===== src/rtl/alu_mc.sv =====
// Multi-cycle ALU: single-cycle base ops plus iterative shift-add multiply
// and a one-bit-per-cycle variable right shift, behind a start/busy/done handshake.
module alu_mc #(
  parameter int WIDTH = 16,
  parameter int SHW   = $clog2(WIDTH)
) (
  input  logic             clk,
  input  logic             reset,
  input  logic             start,
  input  logic [3:0]       ALUop,
  input  logic [WIDTH-1:0] X,
  input  logic [WIDTH-1:0] Y,
  output logic             busy,
  output logic             done,
  output logic             err,
  output logic [WIDTH-1:0] Z
);

  localparam int CW = $clog2(WIDTH + 1);

  typedef enum logic [1:0] {
    S_IDLE  = 2'd0,
    S_MUL   = 2'd1,
    S_SHIFT = 2'd2
  } state_t;

  state_t           state_q, state_d;
  logic [WIDTH-1:0] mcand_q, mcand_d;
  logic [WIDTH-1:0] mplier_q, mplier_d;
  logic [WIDTH-1:0] acc_q, acc_d;
  logic [CW-1:0]    count_q, count_d;
  logic [WIDTH-1:0] shval_q, shval_d;
  logic [SHW-1:0]   n_q, n_d;
  logic [WIDTH-1:0] z_q, z_d;
  logic             done_q, done_d;
  logic             err_q, err_d;

  logic [WIDTH-1:0] single_res;
  logic             illegal_op;
  logic [WIDTH-1:0] acc_step;

  // Result of every op that completes in the accepting cycle
  always_comb begin
    single_res = '0;
    case (ALUop)
      4'd0:    single_res = X + Y;
      4'd1:    single_res = X & Y;
      4'd2:    single_res = X | Y;
      4'd3:    single_res = X ^ Y;
      4'd4:    single_res = {{(WIDTH-1){1'b0}}, |X};
      4'd5:    single_res = X >> 1;
      4'd6:    single_res = Y;
      4'd7:    single_res = X - Y;
      4'd8:    single_res = X << 1;
      default: single_res = '0;
    endcase
  end

  assign illegal_op = (ALUop > 4'd10);
  assign acc_step   = mplier_q[0] ? (acc_q + mcand_q) : acc_q;

  always_ff @(posedge clk) begin
    if (reset) begin
      state_q  <= S_IDLE;
      mcand_q  <= '0;
      mplier_q <= '0;
      acc_q    <= '0;
      count_q  <= '0;
      shval_q  <= '0;
      n_q      <= '0;
      z_q      <= '0;
      done_q   <= 1'b0;
      err_q    <= 1'b0;
    end else begin
      state_q  <= state_d;
      mcand_q  <= mcand_d;
      mplier_q <= mplier_d;
      acc_q    <= acc_d;
      count_q  <= count_d;
      shval_q  <= shval_d;
      n_q      <= n_d;
      z_q      <= z_d;
      done_q   <= done_d;
      err_q    <= err_d;
    end
  end

  always_comb begin
    state_d  = state_q;
    mcand_d  = mcand_q;
    mplier_d = mplier_q;
    acc_d    = acc_q;
    count_d  = count_q;
    shval_d  = shval_q;
    n_d      = n_q;
    z_d      = z_q;
    done_d   = 1'b0;
    err_d    = 1'b0;
    case (state_q)
      S_IDLE: begin
        if (start) begin
          if (ALUop == 4'd9) begin
            mcand_d  = X;
            mplier_d = Y;
            acc_d    = '0;
            count_d  = CW'(WIDTH);
            state_d  = S_MUL;
          end else if (ALUop == 4'd10) begin
            // A zero shift amount needs no iteration
            if (Y[SHW-1:0] == '0) begin
              z_d    = X;
              done_d = 1'b1;
            end else begin
              shval_d = X;
              n_d     = Y[SHW-1:0];
              state_d = S_SHIFT;
            end
          end else begin
            z_d    = single_res;
            err_d  = illegal_op;
            done_d = 1'b1;
          end
        end
      end
      S_MUL: begin
        acc_d    = acc_step;
        mcand_d  = mcand_q << 1;
        mplier_d = mplier_q >> 1;
        count_d  = count_q - CW'(1);
        if (count_q == CW'(1)) begin
          z_d     = acc_step;
          done_d  = 1'b1;
          state_d = S_IDLE;
        end
      end
      S_SHIFT: begin
        shval_d = shval_q >> 1;
        n_d     = n_q - SHW'(1);
        if (n_q == SHW'(1)) begin
          z_d     = shval_q >> 1;
          done_d  = 1'b1;
          state_d = S_IDLE;
        end
      end
      default: state_d = S_IDLE;
    endcase
  end

  always_comb begin
    busy = (state_q != S_IDLE);
  end

  assign done = done_q;
  assign err  = err_q;
  assign Z    = z_q;

endmodule

===== config.mk =====
export PLATFORM = sky130hd
export DESIGN_NAME = alu_mc
export DESIGN_NICKNAME = d
export VERILOG_FILES = /design/src/rtl/alu_mc.sv
export SDC_FILE = /design/constraint.sdc
export NUM_CORES = 1
export LEC_CHECK = 0
export ABC_CLOCK_PERIOD_IN_PS = 8250
export CORE_UTILIZATION = 39
export CTS_BUF_LIST = sky130_fd_sc_hd__clkbuf_8
export DETAILED_ROUTE_END_ITERATION = 8
export GPL_TIMING_DRIVEN = 0
export PLACE_DENSITY = 0.53
export SLEW_MARGIN = 10
export SYNTH_ARGS = -nofsm -noshare
export SYNTH_HDL_FRONTEND = slang
export SYNTH_SLANG_ARGS = --single-unit

===== constraint.sdc =====
create_clock -name clk -period 8.25 [get_ports clk]
set_clock_uncertainty 0.05 [all_clocks]
set_input_delay 1.65 -clock clk [delete_from_list [all_inputs] [get_ports clk]]
set_output_delay 1.65 -clock clk [all_outputs]
set_load 0.01 [all_outputs]

# Word level (Yosys, flattened, before mapping)

Index checks and enable logic that the tools add are counted.

Register bits after elaboration: 93
Latch bits: 0
Memory bits (writable): 0
Bits in read-only memories: 0
Input bits: 39
Output and inout bits: 19
Word-level logic and storage cells: 103
Memories: 0

$add $sub $neg: 5
Multiply operators: 0
Div/mod/pow operators: 0
Magnitude comparators: 1
Equality and inequality tests: 24
Shift operators: 0
Muxes and demuxes: 45
Bitwise logic cells: 5
Reduce and logical (&&, ||, !) cells: 13

Operators with widths:

| kind                 | number |
|---|---|
| $mux W16             | 17 |
| $pmux W16 S9         | 1 |
| $pmux W16 S2         | 4 |
| $pmux W16 S3         | 1 |
| $add A16 B16 Y16     | 2 |
| $and A16 B16 Y16     | 1 |
| $eq A4 B3 Y1 const B | 4 |
| $mux W4              | 4 |
| $or A16 B16 Y16      | 1 |
| $reduce_or A16 Y1    | 1 |
| $sub A16 B16 Y16     | 1 |
| $xor A16 B16 Y16     | 1 |
| $ne A2 B2 Y1 const B | 7 |
| $eq A4 B4 Y1 const B | 3 |
| $mux W2              | 6 |
| $mux W5              | 2 |
| $pmux W5 S2          | 1 |
| $reduce_and A5 Y1    | 2 |
| $ne A3 B3 Y1 const B | 3 |
| $eq A4 B1 Y1 const B | 2 |
| $eq A4 B2 Y1 const B | 2 |
| $logic_not A4 Y1     | 2 |
| $pmux W4 S2          | 1 |
| $mux W1              | 6 |
| other kinds (15)     | 18 |

# Logic depth before layout (Yosys ltp)

Depth in word-level cells: 6
Gate-level depth with buffers: 15

# Worst setup path before layout

OpenSTA, ideal clock, no wires.

Path kind: input-to-reg
Start: in ALUop[1]
End: reg z_q[13] (netlist: Z[13])
Arrival time: 4,459 ps
Setup slack: 3,654 ps
Stages on the path: 14
Path through: buf_2 -> nand2_1 -> nor3b_1 -> nor2_1 -> xnor2_1 -> ha_1 -> or4_1 -> o211ai_1 -> o21ba_2 -> a211o_1 -> a21oi_1 -> xnor2_1 -> a21oi_1 -> o31ai_1

Longest elaborated chain between the ends: 6

Ends and longest elaborated chain:

| element                              | RTL line | source |
|---|---|---|
| from (decl)                          | 10       | `input logic [3:0] ALUop,` |
| $eq A4 B4 Y1 (tied with other cells) | 45       | `case (ALUop)` |
| $pmux W16 S9                         | 45       |  |
| $mux W16                             | 108      | `end else if (ALUop == 4'd10) begin` |
| $mux W16                             | 102      | `if (ALUop == 4'd9) begin` |
| $mux W16                             | 101      | `if (start) begin` |
| $pmux W16 S3                         | 99       | `case (state_q)` |
| to (signal assigned)                 | 82       | `z_q <= z_d;` |
| to (decl)                            | 34       | `logic [WIDTH-1:0] z_q, z_d;` |

Parallel ways exist; a longest one is shown, timed or not. The select of a mux whose other input is x is not followed.
A chain may end at the register's enable or synchronous reset.

# Final worst setup path

Start: in ALUop[1]
End: reg z_q[14] (netlist: Z[14])

Same word-level chain as after synthesis.

==> results.json <==
{
  "max_slew_margin": 0.287,
  "cp.required_ps": 8470,
  "status": "finished clean",
  "async_flop_share": 0,
  "pwr_density_cell_nw_per_um2": 132,
  "synth_nets": 1054,
  "fin_crit_ps": 5740,
  "regArea_um2": 1840,
  "setup-violations-final": 0,
  "fin_util": 0.463,
  "grtUsageTotal": 0.275,
  "cts_sinks": 92,
  "reg2reg_slack_ps": 5110,
  "n_antenna_cell": 0,
  "min-delay-path-class": "reg2reg",
  "multi_input_area_um2": 5100,
  "tns_ps": 0,
  "synth_cells": 942,
  "area_growth_pct": 14.6,
  "syn_avg_cell_area_um2": 7.84,
  "crit_path_start_kind": "input pin",
  "port-buffer-count": 57,
  "viasPerCell": 5.94,
  "grt_overflow": 0,
  "io_pins": 58,
  "grt_pass1_wl_um": 40800,
  "cts_tree": "built",
  "synth_flop_cell": "dfxtp_1",
  "drive_above_1_share": 0.0443,
  "antenna_left": 0,
  "drt_iter0_markers": 530,
  "place_congestion": 0.878,
  "wl_um": 26100,
  "antenna_found_initial": 0,
  "num_vias": 7384,
  "rsz0062_at_grt": "no",
  "wl_per_cell_um": 21.0,
  "path_class": "in2reg",
  "hpwl_um": 20100,
  "drcViolationCount": 0,
  "maxCapViolations": 0,
  "first_pass_iters": 5,
  "die_h_um": 140,
  "post_cts_buffers": 0,
  "fillCellCount": 1945,
  "layout_commonest_cell": "nand2_1",
  "final_cell_mix": "nand2_1, dfxtp_1, nor2_1, a21oi_1, ha_1",
  "fp.coreArea_um2": 18300,
  "clk_latency_ps": 390,
  "leakagePower_nw": 3.09,
  "die_w_um": 140,
  "synth-edff-count": 0,
  "first_global_vias": 6993,
  "seq_area_frac_synth": 0.249,
  "rows": 49,
  "max-vdd-ir-drop_uv": 99.6,
  "arrival_ps": 5960,
  "die_area_um2": 19500,
  "grt_max_degree": 17,
  "cts-htree-levels": 3,
  "cp-end-kind": "flip-flop",
  "worst-path-max-fanout": 10,
  "synth_cell_types": 78,
  "clk_path_buf_depth": 2,
  "yosysWarnings": 0,
  "slew_viol_final": 0,
  "final_net_count": 1122,
  "clk_pin_slew_ps": 90,
  "start_util": 0.404,
  "postCtsResizedCells": 0,
  "fin_crit_sh": 0.695,
  "syn-cell-area_um2": 7380,
  "ys_ff_latch": 92,
  "worst_pin_slew_ps": 1070,
  "cts_made_buffers": 9,
  "hold_viol": 0,
  "cts_hold_buf": 0,
  "clock.fmax_ghz": 0.174,
  "cts_root_buf": "clkbuf_8"
}
[cell families after synthesis]
group                      count (synthesis)  share of synthesized area
adders and majority gates                 73                      0.126
muxes                                     39                     0.0542
DFF                                       92                      0.249
xor gates and xnor gates                  31                     0.0368
buffers and inverters                    109                     0.0595
and+or+nand+nor                          312                      0.209
AOI/OAI and AO/OA                        286                      0.265
[sequential cells by signal, indices dropped and copies added, names as in the netlist]
register and count:
count_q 5, done 1, state_q 2, Z 16
mplier_q 16, err 1, mcand_q 16, shval_q 15
acc_q 16, n_q 4
[final cells by class]
type	instances	share of cell area
plain buffers	58	0.0293
clock buffers	9	0.0146
clock inverters	7	0.0117
inverters	51	0.0226
multi-input cells	741	0.603
flip-flops and latches	92	0.218
well taps	229	0.0339
repair buffers	57	0.0674
[where the power goes]
part / switching, mW / internal, mW
Combinational: 0.181 / 0.118
Clock: 0.181 / 0.174
Sequential: 0.00881 / 0.458
Total: 0.371 / 0.750
[cells in the mapped netlist (6+ instances only)]
master / count / share of area
nor2b_1: 6 / 0.0051
o21ai_0: 36 / 0.024
xor2_1: 6 / 0.0071
a211oi_1: 36 / 0.037
clkbuf_1: 45 / 0.023
nor3_1: 14 / 0.0095
buf_2: 6 / 0.0041
ha_1: 71 / 0.12
a221oi_1: 15 / 0.018
xnor2_1: 25 / 0.030
nand3b_1: 8 / 0.0081
nand2b_1: 9 / 0.0076
o21ai_1: 6 / 0.0041
inv_1: 51 / 0.026
o31ai_1: 7 / 0.0071
mux2i_1: 34 / 0.046
or3_1: 8 / 0.0068
nor2_1: 91 / 0.046
nand3_1: 35 / 0.024
a22oi_1: 23 / 0.023
a311oi_1: 17 / 0.020
a21oi_1: 72 / 0.049
nor4_1: 9 / 0.0076
o211ai_1: 6 / 0.0061
nand2_1: 93 / 0.047
a21o_1: 14 / 0.014
a31oi_1: 9 / 0.0076
dfxtp_1: 92 / 0.25
[critical path: stages]
cell             delay, ps
clkdlybuf4s50_1        540
buf_2                  240
nand2_1                 90
nor3b_1                870
nor2_1                 120
xnor2_1                170
ha_1                   340
nor2b_1                180
o31ai_2                400
a221oi_1               210
o32ai_1                500
nor2b_1                120
o2111ai_1              190
nor3b_1                220
o31ai_1                100
[worst paths after layout]
kind                end  cells past startpoint       start
setup / recovery  Z[14]                     15    ALUop[1]
hold / removal     Z[8]                      2        Z[8]
setup reg to reg  Z[15]                      9  mcand_q[1]
hold reg to reg    Z[8]                      2        Z[8]
[per-stage QoR]
stage / instances / worst slack (ps) / area [um2] / hold WS, ps / total power, mW
finish: 1244 / 2510 / 8460 / 416 / 1.12
global route: 1244 / 2220 / 8460 / 449 / 1.18
floorplan: 942 / 3650 / 7380 / 382 / 0.652
global placement: 1228 / 2210 / 8240 / 391 / 0.772
detailed placement: 1228 / 2110 / 8240 / 401 / 0.772
CTS: 1244 / 2550 / 8460 / 415 / 1.13
[metal layers]
metal	vias to the layer above	global-route usage	share of wire
li1	3609	-	-
met4	0	0.0596	0.013
met5	-	0	0
met1	3522	0.396	0.49
met3	33	0.0509	0.062
met2	220	0.426	0.44
(Power assumes the default switching activity.)
